## src/rtl/tmr_cap_flt.sv

```systemverilog
// Capture-pin conditioner: synchroniser, optional inversion, tick-based sampling and an
// N-consecutive-sample glitch filter driving the timer capture channel.
module tmr_cap_flt #(
   parameter int STAGE     = 2,
   parameter int DIV_WIDTH = 16,
   parameter int FLT_WIDTH = 8
) (
   input  logic                 clk_i,
   input  logic                 rst_i,
   input  logic                 en_i,
   input  logic                 inv_i,
   input  logic [DIV_WIDTH-1:0] smpl_div_i,
   input  logic [FLT_WIDTH-1:0] flt_len_i,
   input  logic                 glitch_clr_i,
   input  logic                 capch_i,
   output logic                 capch_o,
   output logic                 rise_o,
   output logic                 fall_o,
   output logic [7:0]           glitch_cnt_o
);

   typedef enum logic {
      STABLE,
      PEND
   } state_e;

   state_e                 state_q, state_d;
   logic [STAGE-1:0]       sync_q;
   logic [DIV_WIDTH-1:0]   div_q, div_d;
   logic [FLT_WIDTH-1:0]   run_q, run_d;
   logic                   cap_q, cap_d;
   logic                   rise_q, rise_d;
   logic                   fall_q, fall_d;
   logic [7:0]             glitch_q, glitch_d;

   logic                   smp;
   logic                   tick;
   logic                   accept;
   logic [FLT_WIDTH-1:0]   flen;
   logic [FLT_WIDTH:0]     runInc;

   assign smp    = sync_q[STAGE-1] ^ inv_i;
   assign tick   = en_i && (div_q >= smpl_div_i);
   assign flen   = (flt_len_i == '0) ? {{(FLT_WIDTH-1){1'b0}}, 1'b1} : flt_len_i;
   assign runInc = {1'b0, run_q} + {{FLT_WIDTH{1'b0}}, 1'b1};

   always_ff @(posedge clk_i or posedge rst_i) begin
      if (rst_i) begin
         sync_q <= '0;
      end else begin
         sync_q <= {sync_q[STAGE-2:0], capch_i};
      end
   end

   always_comb begin
      div_d = div_q + {{(DIV_WIDTH-1){1'b0}}, 1'b1};
      if (!en_i || tick) begin
         div_d = '0;
      end
   end

   // Filter decisions are taken only on sample ticks; disabling parks the FSM but keeps the level.
   always_comb begin
      state_d  = state_q;
      run_d    = run_q;
      cap_d    = cap_q;
      rise_d   = 1'b0;
      fall_d   = 1'b0;
      glitch_d = glitch_q;
      accept   = 1'b0;
      if (!en_i) begin
         state_d = STABLE;
         run_d   = '0;
      end else if (tick) begin
         case (state_q)
            STABLE: begin
               if (smp != cap_q) begin
                  if (flen == {{(FLT_WIDTH-1){1'b0}}, 1'b1}) begin
                     accept = 1'b1;
                  end else begin
                     run_d   = {{(FLT_WIDTH-1){1'b0}}, 1'b1};
                     state_d = PEND;
                  end
               end
            end
            PEND: begin
               if (smp == cap_q) begin
                  run_d   = '0;
                  state_d = STABLE;
                  if (glitch_q != 8'hFF) begin
                     glitch_d = glitch_q + 8'd1;
                  end
               end else if (runInc >= {1'b0, flen}) begin
                  accept = 1'b1;
               end else begin
                  run_d = runInc[FLT_WIDTH-1:0];
               end
            end
            default: state_d = STABLE;
         endcase
      end
      if (accept) begin
         cap_d   = ~cap_q;
         rise_d  = ~cap_q;
         fall_d  = cap_q;
         run_d   = '0;
         state_d = STABLE;
      end
      if (glitch_clr_i) begin
         glitch_d = '0;
      end
   end

   always_ff @(posedge clk_i or posedge rst_i) begin
      if (rst_i) begin
         state_q  <= STABLE;
         div_q    <= '0;
         run_q    <= '0;
         cap_q    <= 1'b0;
         rise_q   <= 1'b0;
         fall_q   <= 1'b0;
         glitch_q <= '0;
      end else begin
         state_q  <= state_d;
         div_q    <= div_d;
         run_q    <= run_d;
         cap_q    <= cap_d;
         rise_q   <= rise_d;
         fall_q   <= fall_d;
         glitch_q <= glitch_d;
      end
   end

   assign capch_o      = cap_q;
   assign rise_o       = rise_q;
   assign fall_o       = fall_q;
   assign glitch_cnt_o = glitch_q;

endmodule
```

## config.mk

```make
export PLATFORM = sky130hd
export DESIGN_NAME = tmr_cap_flt
export DESIGN_NICKNAME = d
export VERILOG_FILES = /design/src/rtl/tmr_cap_flt.sv
export SDC_FILE = /design/constraint.sdc
export NUM_CORES = 1
export LEC_CHECK = 0
export CAP_MARGIN = 20
export CELL_PAD_IN_SITES_DETAIL_PLACEMENT = 1
export CELL_PAD_IN_SITES_GLOBAL_PLACEMENT = 2
export CORE_UTILIZATION = 37
export DETAILED_ROUTE_END_ITERATION = 6
export GPL_ROUTABILITY_DRIVEN = 0
export PLACE_DENSITY = 0.84
export SKIP_LAST_GASP = 1
export SYNTH_ARGS = -nofsm -noshare
export SYNTH_HDL_FRONTEND = slang
export SYNTH_SLANG_ARGS = --single-unit
```

## constraint.sdc

```tcl
create_clock -name clk_i -period 5.1 [get_ports clk_i]
set_clock_uncertainty 0.15 [all_clocks]
set_input_delay 0.765 -clock clk_i [delete_from_list [all_inputs] [get_ports clk_i]]
set_output_delay 0.765 -clock clk_i [all_outputs]
set_load 0.05 [all_outputs]
```

==> results.py <==
metrics = {
    "floorplan": {
        "ios": 41,
        "die_h_um": 88.4,
        "num_rows": 31,
        "coreArea_um2": 7210,
        "die_x_um": 88.4,
        "die-area_um2": 7810,
        "initial_utilization_pct": 38.2,
    },
    "routing": {
        "via_per_inst": 5.22,
        "ant_nets": 0,
        "firstDrtPassIters": 4,
        "drc": 0,
        "routed_wl_mm": 6.43,
        "drt_iter0_markers": 110,
        "wl_per_cell_um": 14.8,
        "num_vias": 2272,
    },
    "power_and_ir_drop": {
        "power_density_nw_per_um2": 190,
        "p_leak_nw": 1.63,
        "ir_worst_vdd_mv": 0.104,
    },
    "hold_path": {
        "hp-class": "flop to flop",
        "hold_end": "sync_q[1]",
        "holdPathStages": 0,
        "hp-start": "sync_q[0]",
    },
    "yosys": {
        "synthArstFlopShare_pct": 100,
        "synth_seq_area_share_pct": 34.5,
        "synth.distinct_cells": 57,
        "synth_edf_count": 0,
        "syn_avg_cell_area_um2": 9.45,
        "synth_seq_cells": 38,
        "yosys.area.top_type": "dfrtp_1",
        "synth_nets": 349,
        "synth_top_area_share_pct": 34.5,
        "synthCells": 292,
        "yosysWarnings": 0,
        "netlist_area_um2": 2760,
        "synth_flop_cell": "dfrtp_1",
        "synth_area_leaders": "dfrtp_1, ha_1, nor2_1, nand2_1, inv_1",
    },
    "critical_path": {
        "critPathBufInv": 2,
        "path_cells": "clkdlybuf4s50_1, inv_1, ha_1, a21oi_1, nand2_1, a221o_1, o21bai_4, nand3_2, nor2_1",
        "cp_data_required_time_ps": 5160,
        "end_kind": "flop",
        "crit_start": "smpl_div_i[10]",
        "cp.arrival_ps": 3270,
        "reg2regPathDepth": 13,
        "criticalPathCategory": "input port to flop",
        "worstPathMaxFanout": 15,
        "reg2reg_to": "run_q[6]",
        "r2r_start": "run_q[0]",
        "worst_path_largest_cell_delay_ps": 450,
        "cp_slowest_cell": "clkdlybuf4s50_1",
        "r2r_setup_slack_ps": 1950,
        "cp-start-kind": "input port",
        "crit_family": "compound AO/OA/AOI/OAI gates",
    },
    "grt": {
        "antenna_found_initial": 0,
        "grt_pass1_wl_mm": 11.3,
        "grt_max_degree": 39,
        "overflow": 0,
        "track_usage_pct": 18.8,
        "grt_pass1_vias": 2314,
    },
    "run": {
        "cap_viol_max_count": 0,
    },
    "clocking": {
        "clk_pin_slew_worst_paths_ps": 80,
        "htreeDepth": 2,
        "cts-resized-gates": 0,
        "cts_buffers": 5,
        "clock_path_buffers": 2,
        "cts_sinks": 38,
        "cts_tree": "done",
        "ctsHoldBuffers": 0,
        "clock_latency_ps": 290,
        "cts_setup_buffers": 0,
        "cts_root_buf": "clkbuf_8",
    },
    "timing": {
        "tightest_slew_ps": 761,
        "hold_viol": 0,
        "finalSetupViolations": 0,
        "final.period_utilization_pct": 62.8,
        "final.setup.tns_ps": 0,
        "fmax_mhz": 312,
        "rsz0062_at_grt": "no",
        "drv_slew": 0,
        "fin_crit_ps": 3200,
        "slew_headroom_pct": 49.3,
    },
    "layout": {
        "layout_commonest_cell": "clkdlybuf4s50_1",
        "final_cell_mix": "clkdlybuf4s50_1, dfrtp_1, nor2_1",
        "layout.cells.non_filler": 435,
        "drive_above_1_share_pct": 11.6,
        "num_antenna_cells": 0,
        "nNetsFinal": 393,
        "area_delta_synth_final_pct": 22.4,
    },
    "run_status": {
        "outcome": "finished, final reports clean",
    },
    "place": {
        "dp.cells": 428,
        "dpl.hpwl_mm": 4.96,
        "io_buffers": 40,
    },
}
==> stage by stage <==
| stage | util (%) | power, mW | instance area [um2] | hold slack, ps | setup slack [ps] |
|---|---|---|---|---|---|
| floorplan | - | 0.349 | 2760 | 181 | 2360 |
| global route | 46.8 | 0.674 | 3380 | 222 | 1630 |
| detailed placement | 45.3 | 0.385 | 3270 | 191 | 1580 |
| CTS | 46.8 | 0.654 | 3380 | 208 | 1890 |
| finish | 46.8 | 0.642 | 3380 | 204 | 1900 |
| global placement | 45.3 | 0.383 | 3270 | 186 | 1640 |
==> power by group <==
part           internal [mW]  total [mW]  switching [mW]
combinational         0.0367      0.0701          0.0333
sequential             0.304       0.308         0.00356
clock                  0.157       0.264           0.108
==> worst max-delay path by stage <==
stage	to	cells after the start
after floorplan	run_q[0]	13
after global placement	div_q[10]	9
after detailed placement	div_q[10]	9
after CTS	div_q[10]	9
after global routing	run_q[2]	13
final	div_q[10]	9
==> cell families (layout without fill, tap and decap cells) <==
family	Yosys count	in the layout	synth area share, %
flip-flops	38	38	34.5
multiplexers	8	8	4.04
adder cells (fa/ha/maj)	27	27	12.2
XOR/XNOR	17	17	6.44
AND/OR/NAND/NOR	122	122	22.3
AO/OA/AOI/OAI	49	49	16.0
buffers and inverters	31	75	4.58
==> cell usage after synthesis (all sizes together), types with 3 or more instances <==
library cell / number
dfrtp: 38
nor2: 31
nand2: 29
ha: 27
inv: 27
nand3: 19
a21oi: 12
and3: 10
nor2b: 9
xor2: 8
mux2: 7
xnor2: 7
a21o: 5
nand2b: 5
nand4: 5
o21ai: 4
o221ai: 4
or2: 4
and2: 3
buf: 3
o21a: 3
o21bai: 3
==> registers in the layout, indices dropped and copies added, names as in the netlist <==
register and count:
glitch_cnt_o 8, sync_q 2, state_q 1, div_q 16, fall_o 1, run_q 8
capch_o 1, rise_o 1
==> layer usage <==
layer  global-route usage, %  wire length [um]  vias up
met5                       0                 0        -
met4                    4.55                55        0
met3                    3.08               169        6
met2                    31.1              3130       31
met1                    25.6              3080     1119
li1                        -                 -     1116
==> final cells by class <==
class,instances,area (um2)
clock buffers,6,82.6
clock inverters,1,30.0
fillers,851,3840
inverters,27,101
multi-input cells,223,1680
flip-flops and latches,38,951
well taps,99,124
repair buffers,41,408
No activity file was read; power rests on OpenSTA's default activity.
